==> config.mk <==
export PLATFORM = sky130hd
export DESIGN_NAME = div_edge_ticker
export DESIGN_NICKNAME = d
export VERILOG_FILES = /design/src/rtl/div_edge_ticker.sv
export SDC_FILE = /design/constraint.sdc
export NUM_CORES = 1
export LEC_CHECK = 0
export ABC_AREA = 1
export BUFFER_PORTS_ARGS = -buffer_cell sky130_fd_sc_hd__clkbuf_2
export CAP_MARGIN = 10
export CORE_AREA = 3 3 45 57
export CTS_BUF_LIST = sky130_fd_sc_hd__clkbuf_4 sky130_fd_sc_hd__clkbuf_8
export DETAILED_ROUTE_END_ITERATION = 10
export DIE_AREA = 0 0 48 60
export HOLD_SLACK_MARGIN = 0.05
export PLACE_DENSITY = 0.78
export RECOVER_POWER = 25
export SLEW_MARGIN = 10
export SYNTH_ARGS = -nofsm -noshare
export SYNTH_HDL_FRONTEND = slang
export SYNTH_SLANG_ARGS = --single-unit
==> constraint.sdc <==
create_clock -name clk -period 1.55 [get_ports clk]
set_input_delay 0.0775 -clock clk [delete_from_list [all_inputs] [get_ports clk]]
set_output_delay 0.0775 -clock clk [all_outputs]
set_load 0.05 [all_outputs]
==> src/rtl/div_edge_ticker.sv <==
// Synchronises two divided-clock levels, emits rising-edge ticks, and counts selected ticks
// with wrap event handshake. Define DIV_TICKER_GLITCH_FILTER_EN to add a 2-sample glitch filter.
module div_edge_ticker #(
  parameter int unsigned CNT_W = 8
) (
  input  logic             clk,
  input  logic             rst_n,
  input  logic [1:0]       div_in,
  input  logic             sel,
  input  logic             enable,
  input  logic [CNT_W-1:0] term,
  input  logic             load,
  input  logic [CNT_W-1:0] load_val,
  input  logic             evt_ready,
  input  logic             clr_ovf,
  output logic [1:0]       tick,
  output logic [CNT_W-1:0] count,
  output logic             wrap,
  output logic             evt_valid,
  output logic             ovf
);

  logic [1:0]       s1_q, s2_q, s3_q;
  logic [1:0]       tick_q, tick_d;
  logic [CNT_W-1:0] count_q, count_d;
  logic             wrap_q, wrap_d;
  logic             evt_valid_q, evt_valid_d;
  logic             ovf_q, ovf_d;
  logic             advance;

`ifdef DIV_TICKER_GLITCH_FILTER_EN
  logic [1:0] s4_q;

  always_ff @(posedge clk or negedge rst_n) begin
    if (!rst_n) begin
      s4_q <= 2'b00;
    end else begin
      s4_q <= s3_q;
    end
  end

  // Level must be seen high on two consecutive samples after a low.
  always_comb begin
    tick_d = s2_q & s3_q & ~s4_q;
  end
`else
  always_comb begin
    tick_d = s2_q & ~s3_q;
  end
`endif

  always_comb begin
    advance     = enable & tick_q[sel];
    count_d     = count_q;
    wrap_d      = 1'b0;
    if (load) begin
      count_d = load_val;
    end else if (advance) begin
      // Only reaching term wraps; the natural 2^CNT_W rollover is silent.
      if (count_q == term) begin
        count_d = '0;
        wrap_d  = 1'b1;
      end else begin
        count_d = count_q + {{(CNT_W-1){1'b0}}, 1'b1};
      end
    end
    evt_valid_d = wrap_d | (evt_valid_q & ~evt_ready);
    ovf_d       = (wrap_d & evt_valid_q & ~evt_ready) | (ovf_q & ~clr_ovf);
  end

  always_ff @(posedge clk or negedge rst_n) begin
    if (!rst_n) begin
      s1_q        <= 2'b00;
      s2_q        <= 2'b00;
      s3_q        <= 2'b00;
      tick_q      <= 2'b00;
      count_q     <= '0;
      wrap_q      <= 1'b0;
      evt_valid_q <= 1'b0;
      ovf_q       <= 1'b0;
    end else begin
      s1_q        <= div_in;
      s2_q        <= s1_q;
      s3_q        <= s2_q;
      tick_q      <= tick_d;
      count_q     <= count_d;
      wrap_q      <= wrap_d;
      evt_valid_q <= evt_valid_d;
      ovf_q       <= ovf_d;
    end
  end

  assign tick      = tick_q;
  assign count     = count_q;
  assign wrap      = wrap_q;
  assign evt_valid = evt_valid_q;
  assign ovf       = ovf_q;

endmodule

==> impl_metrics.csv <==
group,metric,value,unit
yosys,synth_area_per_cell,8.61,um2
yosys,synth_area_leaders,"dfrtp_1 46%, nand2_1 12%, xnor2_1 5.9%, inv_1 5.8%, o21bai_2 5.4%",
floorplanning,chipWidth,48,um
timing,worstMarginPinSlew,1.02,ns
critical_path,setup.worst_path.end_class,"register",
timing,rsz0062_at_grt,"false",
detailed_routing,antenna_left,0,
grt,grt_max_degree,20,
critical_path,crit_chain,"ha_1 -> nand2_1 -> nor2_1 -> nand2_1 -> xnor2_1 -> nand3_1 -> nand3_1",
yosys,ys_seq_elements,19,
grt,grt_pass1_wl,3.39,mm
worst_hold_path,whs_endpoint,"count[3]$_DFFE_PN0P_",
final_layout,fill_cells,189,
yosys,ys_types,20,
clock_network,post_cts_buffers,0,
timing,maxSlewHeadroom,32.0,%
clock_network,postCtsHoldBufs,7,
yosys,syn_nets,146,
yosys,synthTopCellsByCount,"34 x nand2_1, 19 x dfrtp_1, 16 x inv_1",
yosys,netlist_area,1030,um2
detailed_routing,drtPass1Iterations,4,
final_layout,layout-drive-gt1-share,34.1,%
critical_path,max_stage_delay,0.43,ns
timing,hold_viol_final,0,
clock_network,root_buffer,"clkbuf_4",
worst_hold_path,hp-start,"load_val[3]",
yosys,synth-async-reset-ratio,100,%
clock_network,tritoncts,"yes",
critical_path,critPathLaunchType,"register",
critical_path,r2r_slack,0.29,ns
yosys,yosys.area.top_type,"dfrtp_1",
timing,finalSetupViolCount,0,
critical_path,path_delay_family,"flip-flops",
critical_path,slowest_stage,"dfrtp_2",
yosys,synth_ff_type,"dfrtp_1",
floorplanning,rows,18,
critical_path,critPathRequiredTime,1.74,ns
timing,clock_skew,0.00135,ns
critical_path,critPathMaxFanout,6,
worst_hold_path,hp-class,"input pin to register",
placed_design,gp_congestion,0.801,
clock_network,clock_latency,0.29,ns
detailed_routing,routedWlPerCell,11.2,um
power_and_ir_drop,p_per_area,870,nW/um2
power_and_ir_drop,total_power,0.00116,W
yosys,synth-edff-count,0,
run,cap_viol_max_count,0,
critical_path,worstRegToRegCells,7,
clock_network,numCtsBuffers,3,
critical_path,critPathArrivalTime,1.45,ns
floorplanning,die_area,2880,um2
timing,fin_crit_sh,81.1,%
yosys,synth-seq-area-share,46.0,%
grt,antenna_found_initial,0,
grt,grt.overflow.total,0,
timing,tns,0,ns
critical_path,path_buf_inv,0,
placed_design,hpwl,1.55,mm
grt,grt_pass1_vias,848,
clock_network,cts_max_level,1,
detailed_routing,vias,901,
clock_network,cts_resized,0,
outcome,status,"complete, no violations",
yosys,yosysWarnings,0,
grt,grt_usage,16.8,%
placed_design,io_buffers,37,
detailed_routing,viasPerCell,4.82,
critical_path,criticalPathCategory,"register to register",
detailed_routing,finalWirelength,2.09,mm
timing,max_freq,0.796,GHz
yosys,synth_top_area_share,46.0,%
power_and_ir_drop,ir_worst_vdd,0.613,mV
final_layout,insertedDiodeCount,0,
critical_path,rr_endpoint,"count[6]$_DFFE_PN0P_",
detailed_routing,drc,0,
final_layout,syn_to_final_growth,29.4,%
power_and_ir_drop,power_leakage,0.749,nW
floorplanning,coreArea,2030,um2
worst_hold_path,hold_depth,4,
critical_path,r2r_start,"count[0]$_DFFE_PN0P_",
yosys,yosysMostFrequentCell,"nand2_1",
yosys,syn_inst,120,
timing,maxSlewViolCount,0,
clock_network,cts_sinks,19,
floorplanning,die_y,60,um
floorplanning,initial_utilization,51.0,%
clock_network,cts.clk_slew.worst_paths,0.11,ns
floorplanning,ios,38,
detailed_routing,drt-initial-drc-count,14,
final_layout,nets,194,
timing,finalCriticalPeriod,1.26,ns
clock_network,cts_buffer_depth,2,
[placed cells by master (no fill, tap or decap), drive strengths merged, types with 2 or more instances in the layout]
cell	synthesis	layout
clkbuf	0	40
inv	18	18
xnor2	7	7
dfrtp	19	19
xor2	2	2
nand3	12	12
o21ai	7	7
nor2	9	9
dlygate4sd3	0	7
nand2	37	37
o21bai	5	5
[final cells by class]
type | instances | area, um2 | area share, %
repair buffers | 44 | 254 | 19.0
clock buffers | 3 | 22.5 | 1.68
inverters | 18 | 67.6 | 5.05
well taps | 20 | 25.0 | 1.87
flip-flops and latches | 19 | 478 | 35.7
clock inverters | 1 | 7.51 | 0.561
multi-input cells | 82 | 483 | 36.1
[stage by stage]
stage	worst slack (ns)	hold slack [ns]	instance area, um2	util [%]	cells
6_report	0.293	0.0743	1340	66.0	187
5_1_grt	0.180	0.0710	1340	66.0	187
4_1_cts	0.286	0.0621	1340	66.0	187
3_5_place_dp	0.305	0.0530	1240	61.1	176
3_3_place_gp	0.329	0.0475	1240	61.1	176
2_1_floorplan	0.106	-0.218	1040	-	120
[sequential cells by signal (all words and copies together), names as in the netlist]
register / count
ovf: 1
s1_q: 2
s3_q: 2
s2_q: 2
wrap: 1
evt_valid: 1
tick: 2
count: 8
[worst register-to-register path, cell delays in order, from the launching register on]
cell and delay [ns]:
dfrtp_2 0.43, ha_1 0.20, nand2_1 0.08, nor2_1 0.11, nand2_1 0.07, xnor2_1 0.13, nand3_1 0.08, nand3_1 0.06
[logic make-up after synthesis]
group,count (synthesis),share of synthesized area (%)
and+or+nand+nor,60,28.7
buffers and inverters,19,7.26
DFF,19,46.0
AOI/OAI and AO/OA,12,9.20
xor gates and xnor gates,9,7.63
adders and majority gates,1,1.21
[metal layers]
metal | GRT usage, % | vias to the layer above | part of all wire [%]
met5 | 0 | - | 0
met4 | 7.69 | 0 | 1.3
met3 | 3.61 | 4 | 5.2
met2 | 27.8 | 31 | 50
met1 | 20.0 | 403 | 43
li1 | - | 463 | -
[power breakdown]
group | switching [W] | internal (W)
registers | 0.0000405 | 0.000531
logic | 0.000216 | 0.000122
clock network | 0.000156 | 0.0000981
total | 0.000412 | 0.000751
[worst max-delay path by stage]
stage               depth (start not counted)              endpoint  slack (ns)                 start
finish                                      7  count[6]$_DFFE_PN0P_        0.29  count[0]$_DFFE_PN0P_
CTS                                         7  count[6]$_DFFE_PN0P_        0.29  count[0]$_DFFE_PN0P_
global route                                2  count[1]$_DFFE_PN0P_        0.18                 rst_n
global placement                            7  count[6]$_DFFE_PN0P_        0.33  count[0]$_DFFE_PN0P_
floorplan                                   7  count[6]$_DFFE_PN0P_        0.11  count[0]$_DFFE_PN0P_
detailed placement                          7  count[6]$_DFFE_PN0P_        0.30  count[0]$_DFFE_PN0P_
No activity file was read; power rests on OpenSTA's default activity.
